<file path="src/rtl/prog_loader.sv">
// Boot-time program loader: receives a length/data/checksum frame and writes it
// into the 32-byte program RAM, holding the CPU in load mode until the frame verifies.
module prog_loader (
    input  logic       clk,
    input  logic       rst,
    input  logic       load_req,
    input  logic       in_valid,
    input  logic [7:0] in_data,
    output logic       in_ready,
    output logic       ewr,
    output logic [4:0] ead,
    output logic [7:0] edat,
    output logic       cpu_run,
    output logic       busy,
    output logic       err
);

    typedef enum logic [1:0] {IDLE, DATA, CHECK, RUN} state_t;

    state_t     state;
    logic [5:0] len;
    logic [5:0] cnt;
    logic [7:0] sum;
    logic [5:0] hdr_len;
    logic       accept;

    always_comb begin
        in_ready = (state != RUN) && !load_req;
        accept   = in_valid && in_ready;
        busy     = (state == DATA) || (state == CHECK);
    end

    // A zero length field means a full 32-byte image; oversize lengths clamp to 32.
    always_comb begin
        hdr_len = in_data[5:0];
        if (in_data[5:0] == 6'd0 || in_data[5:0] > 6'd32)
            hdr_len = 6'd32;
    end

    always_ff @(posedge clk or negedge rst) begin
        if (!rst) begin
            state   <= IDLE;
            len     <= 6'd32;
            cnt     <= '0;
            sum     <= '0;
            ewr     <= 1'b0;
            ead     <= '0;
            edat    <= '0;
            cpu_run <= 1'b0;
            err     <= 1'b0;
        end else begin
            ewr <= 1'b0;
            if (load_req) begin
                state   <= IDLE;
                cpu_run <= 1'b0;
                err     <= 1'b0;
                cnt     <= '0;
                sum     <= '0;
            end else if (accept) begin
                case (state)
                    IDLE: begin
                        len   <= hdr_len;
                        cnt   <= '0;
                        sum   <= '0;
                        err   <= 1'b0;
                        state <= DATA;
                    end
                    DATA: begin
                        ewr  <= 1'b1;
                        ead  <= cnt[4:0];
                        edat <= in_data;
                        sum  <= sum + in_data;
                        cnt  <= cnt + 6'd1;
                        if (cnt + 6'd1 == len)
                            state <= CHECK;
                    end
                    CHECK: begin
                        if (in_data == sum) begin
                            state   <= RUN;
                            cpu_run <= 1'b1;
                        end else begin
                            err   <= 1'b1;
                            state <= IDLE;
                        end
                    end
                    default: ;
                endcase
            end
        end
    end

endmodule

</file>
<file path="config.mk">
export PLATFORM = sky130hd
export DESIGN_NAME = prog_loader
export DESIGN_NICKNAME = d
export VERILOG_FILES = /design/src/rtl/prog_loader.sv
export SDC_FILE = /design/constraint.sdc
export NUM_CORES = 1
export LEC_CHECK = 0
export CELL_PAD_IN_SITES_DETAIL_PLACEMENT = 2
export CELL_PAD_IN_SITES_GLOBAL_PLACEMENT = 2
export CORE_ASPECT_RATIO = 0.75
export CORE_MARGIN = 4
export CORE_UTILIZATION = 34
export CTS_CLUSTER_DIAMETER = 40
export DETAILED_ROUTE_END_ITERATION = 7
export PLACE_DENSITY_LB_ADDON = 0.1
export SETUP_SLACK_MARGIN = 0.5
export SKIP_CTS_REPAIR_TIMING = 1
export SYNTH_ARGS = -nofsm -noshare
export SYNTH_HDL_FRONTEND = slang
export SYNTH_SLANG_ARGS = --single-unit
</file>
<file path="constraint.sdc">
create_clock -name clk -period 2.27 [get_ports clk]
set_input_delay 0.681 -clock clk [delete_from_list [all_inputs] [get_ports clk]]
set_output_delay 0.681 -clock clk [all_outputs]
set_load 0.02 [all_outputs]
</file>
==> impl_metrics.toml <==
[clock_tree]
clock-root-buffer = "sky130_fd_sc_hd__clkbuf_8"
numClockSinks = 38
tritoncts.num_buffers = 5
htree_num_levels = 2
cts_tree = "built"
worstSkewPairLatency_ns = 0.31
clock_tree.buffer_depth = 2
clkSlewWorstSetupHoldPaths_ns = 0.08

[placement]
hpwl_mm = 5.36
final_estimated_routing_congestion_in_global_placement = 0.819
number_of_input_and_output_port_buffers_inserted = 29
dp_slack_ns = -0.484
dp_cells = 337

[detailed_routing]
wl_per_cell_um = 26.9
drt_drc_violations_left = 0
detail_route.vias_per_cell = 5.63
postRouteWirelength_mm = 9.85
detail_route.iter0.violations = 97
number_of_vias_in_the_routed_layout = 2060
detailedRoute.firstPassIterationCount = 4
antenna_left = 0

[global_routing]
met1_usage_pct = 25.0
top_usage_layer = "met2"
met3_usage_pct = 3.57
globalRouteMet2Util_pct = 34.3
first_global_vias = 2115
track_usage_pct = 19.5
grt_pass1_wl_mm = 11.6
antenna_violations_before_repair = 0
pin_count_of_the_biggest_net_entering_global_routing = 39
globalRouteOverflowTotal = 0

[finish]
layout.cells.non_filler = 366
layout.cells.most_common = "sky130_fd_sc_hd__buf_4"
final_nets = 312
antennaDiodeCount = 0
finish.utilization_pct = 56.3
final_cell_mix = "sky130_fd_sc_hd__buf_4, sky130_fd_sc_hd__dfrtp_1, sky130_fd_sc_hd__dlymetal6s2s_1, sky130_fd_sc_hd__nand2_1, sky130_fd_sc_hd__o21ai_0"
area_growth_pct = 57.3
area_of_all_sequential_standard_cells_sq_um = 957
drive_above_1_share_pct = 43.1
multi_input_comb_area_sq_um = 1430
layout.filler_cells = 563

[floorplan]
floorplan.die_area_sq_um = 7600
initial_utilization_pct = 35.8
die-width_um = 99.4
placeableCoreArea_sq_um = 5950
fp-row-count = 24
die-height_um = 76.5
i_o_pins = 30

[sta]
worstMarginPinSlew_ns = 0.516
fin_crit_sh_pct = 90.6
fin_skew_ns = 0.0116
setup_violations = 0
layout_setup_ws_ns = 0.214
maxClockFrequency_mhz = 486
finalHoldViolCount = 0
rsz0062_at_grt = "true"
hold_ws_ns = 0.423
maxSlewHeadroom_pct = 65.6
min_period_ns = 2.06
report.final.slew_viol_count = 0

[critical_path]
worstSetupEndpointType = "register"
worst-path-stages = 8
worst_ep_required_time_ns = 2.46
path_common_cell = "sky130_fd_sc_hd__a21o_1"
worstPathCellList = "buf_8, ha_4, fa_2, a21o_1, a21o_1, buf_4, xor2_1, a22o_1"
worstPathArrival_ns = 2.25
r2r_end = "sum[4]"
worst-path-max-fanout = 3
worstSetupEndpoint = "sum[4]"
kind_of_cell_adding_the_most_delay_to_the_critical_path = "compound AO/OA/AOI/OAI gates"
criticalPathCategory = "in -> reg"
critical_path.n_buffers_inverters = 2
register_to_register_path_setup_slack_ns = 0.24
setup.worst_path.start = "in_data[0]"
critPathMaxStageDelay_ns = 0.37
worst_r2r_startpoint = "sum[0]"
reg2reg_depth = 7
worst_setup_path_start_kind = "input pin"
critical_path.slowest_cell = "sky130_fd_sc_hd__fa_2"

[synth]
synth.yosys.seq_area_share_pct = 44.7
top_reg_cell_synth = "sky130_fd_sc_hd__dfrtp_1"
synth_edf_count = 0
syn-num-nets = 236
post_synthesis_instance_total = 211
syn-cell-area_sq_um = 2130
syn_avg_cell_area_sq_um = 10.1
post_synth_num_cell_types = 42
synth-async-reset-ratio_pct = 100
postSynthRegisterBits = 38
yosys_warnings = 0

[power_and_ir_drop]
worst_ir_drop_vdd_mv = 0.507
cellLeakagePower_nw = 1.73
power_density_of_the_placed_cells_nw_per_um2 = 893
finalPower_mw = 2.99

[job]
max_cap_violations = 0

[min_path]
timing.hold.worst.class = "in -> async"

[run_status]
outcome = "completed"
-- how the worst min path moves through the flow --
| stage | start | to | slack, ns | cells past startpoint |
|---|---|---|---|---|
| floorplan | rst | cnt[0] | 0.39 | 0 |
| global placement | sum[3] | sum[3] | 0.48 | 2 |
| detailed placement | len[5] | len[5] | 0.50 | 2 |
| CTS | rst | cnt[5] | 0.45 | 2 |
| global route | rst | cnt[5] | 0.47 | 2 |
| finish | rst | cnt[5] | 0.42 | 2 |
-- per-layer routing --
| layer | share of wire (%) | vias up |
|---|---|---|
| met4 | 2.3 | 0 |
| met3 | 3.4 | 19 |
| met2 | 52 | 56 |
| li1 | - | 904 |
| met1 | 42 | 1081 |
| met5 | 0 | - |
-- cells in the mapped netlist, types with 2 or more instances --
library cell                n  area [sq um]
sky130_fd_sc_hd__and2_1     2          12.5
sky130_fd_sc_hd__nor3b_1    2          15.0
sky130_fd_sc_hd__nor4_1     2          12.5
sky130_fd_sc_hd__nand2b_1   7          43.8
sky130_fd_sc_hd__nand2_1   17          63.8
sky130_fd_sc_hd__a21oi_1    8          40.0
sky130_fd_sc_hd__ha_1      12           150
sky130_fd_sc_hd__a22o_1     4          35.0
sky130_fd_sc_hd__nor2b_1    3          18.8
sky130_fd_sc_hd__nand3_1    5          25.0
sky130_fd_sc_hd__nor2_1    12          45.0
sky130_fd_sc_hd__xnor2_1    6          52.6
sky130_fd_sc_hd__and3_1     3          18.8
sky130_fd_sc_hd__nand4_1    2          12.5
sky130_fd_sc_hd__o21bai_1   2          15.0
sky130_fd_sc_hd__a211o_1    3          26.3
sky130_fd_sc_hd__clkbuf_1   3          11.3
sky130_fd_sc_hd__o21ai_0   26           130
sky130_fd_sc_hd__dfrtp_1   37           926
sky130_fd_sc_hd__nor3_1     6          30.0
sky130_fd_sc_hd__mux2_2    13           146
sky130_fd_sc_hd__buf_2      5          25.0
sky130_fd_sc_hd__xor2_1     6          52.6
sky130_fd_sc_hd__a21o_1     3          22.5
sky130_fd_sc_hd__inv_1      4          15.0
sky130_fd_sc_hd__a211oi_1   2          15.0
-- per-stage QoR --
step / TNS, ns / cell area, sq um
2_1_floorplan: 0 / 2220
3_3_place_gp: -3.59 / 2760
3_5_place_dp: -6.23 / 2760
4_1_cts: -1.23 / 2860
5_1_grt: 0 / 3350
6_report: 0 / 3350
-- cells by family after synthesis --
logic type	share of synthesized area, %
flops	44.7
compound gates	15.4
mux	7.35
fa+ha+maj	8.00
xor+xnor	4.94
simple gates	16.8
buf+inv	2.76
-- where the power goes --
| part | switching (mW) | internal (mW) |
|---|---|---|
| sequential | 0.143 | 0.835 |
| combinational | 0.729 | 0.692 |
| clock | 0.259 | 0.329 |
-- worst register-to-register path: stages (launching register included) --
cell and delay [ns]:
sky130_fd_sc_hd__dfrtp_1 0.43, sky130_fd_sc_hd__ha_4 0.19, sky130_fd_sc_hd__fa_2 0.37, sky130_fd_sc_hd__a21o_1 0.22, sky130_fd_sc_hd__a21o_1 0.22, sky130_fd_sc_hd__buf_4 0.14
sky130_fd_sc_hd__xor2_1 0.15, sky130_fd_sc_hd__a22o_1 0.20
-- registers in the layout, indices dropped and copies added, names as in the netlist --
| register | cells |
|---|---|
| cnt | 6 |
| ead | 5 |
| ewr | 1 |
| err | 1 |
| state | 2 |
| sum | 8 |
| cpu_run | 1 |
| edat | 8 |
| len | 6 |
-- cell type report --
cell class,instances,area share [%]
multi-input combinational,160,42.8
sequential,38,28.6
timing repair buffer,78,22.0
tap,78,2.92
clock buffer,7,2.28
clock inverter,1,0.897
inverter,4,0.523
(Power assumes the default switching activity.)
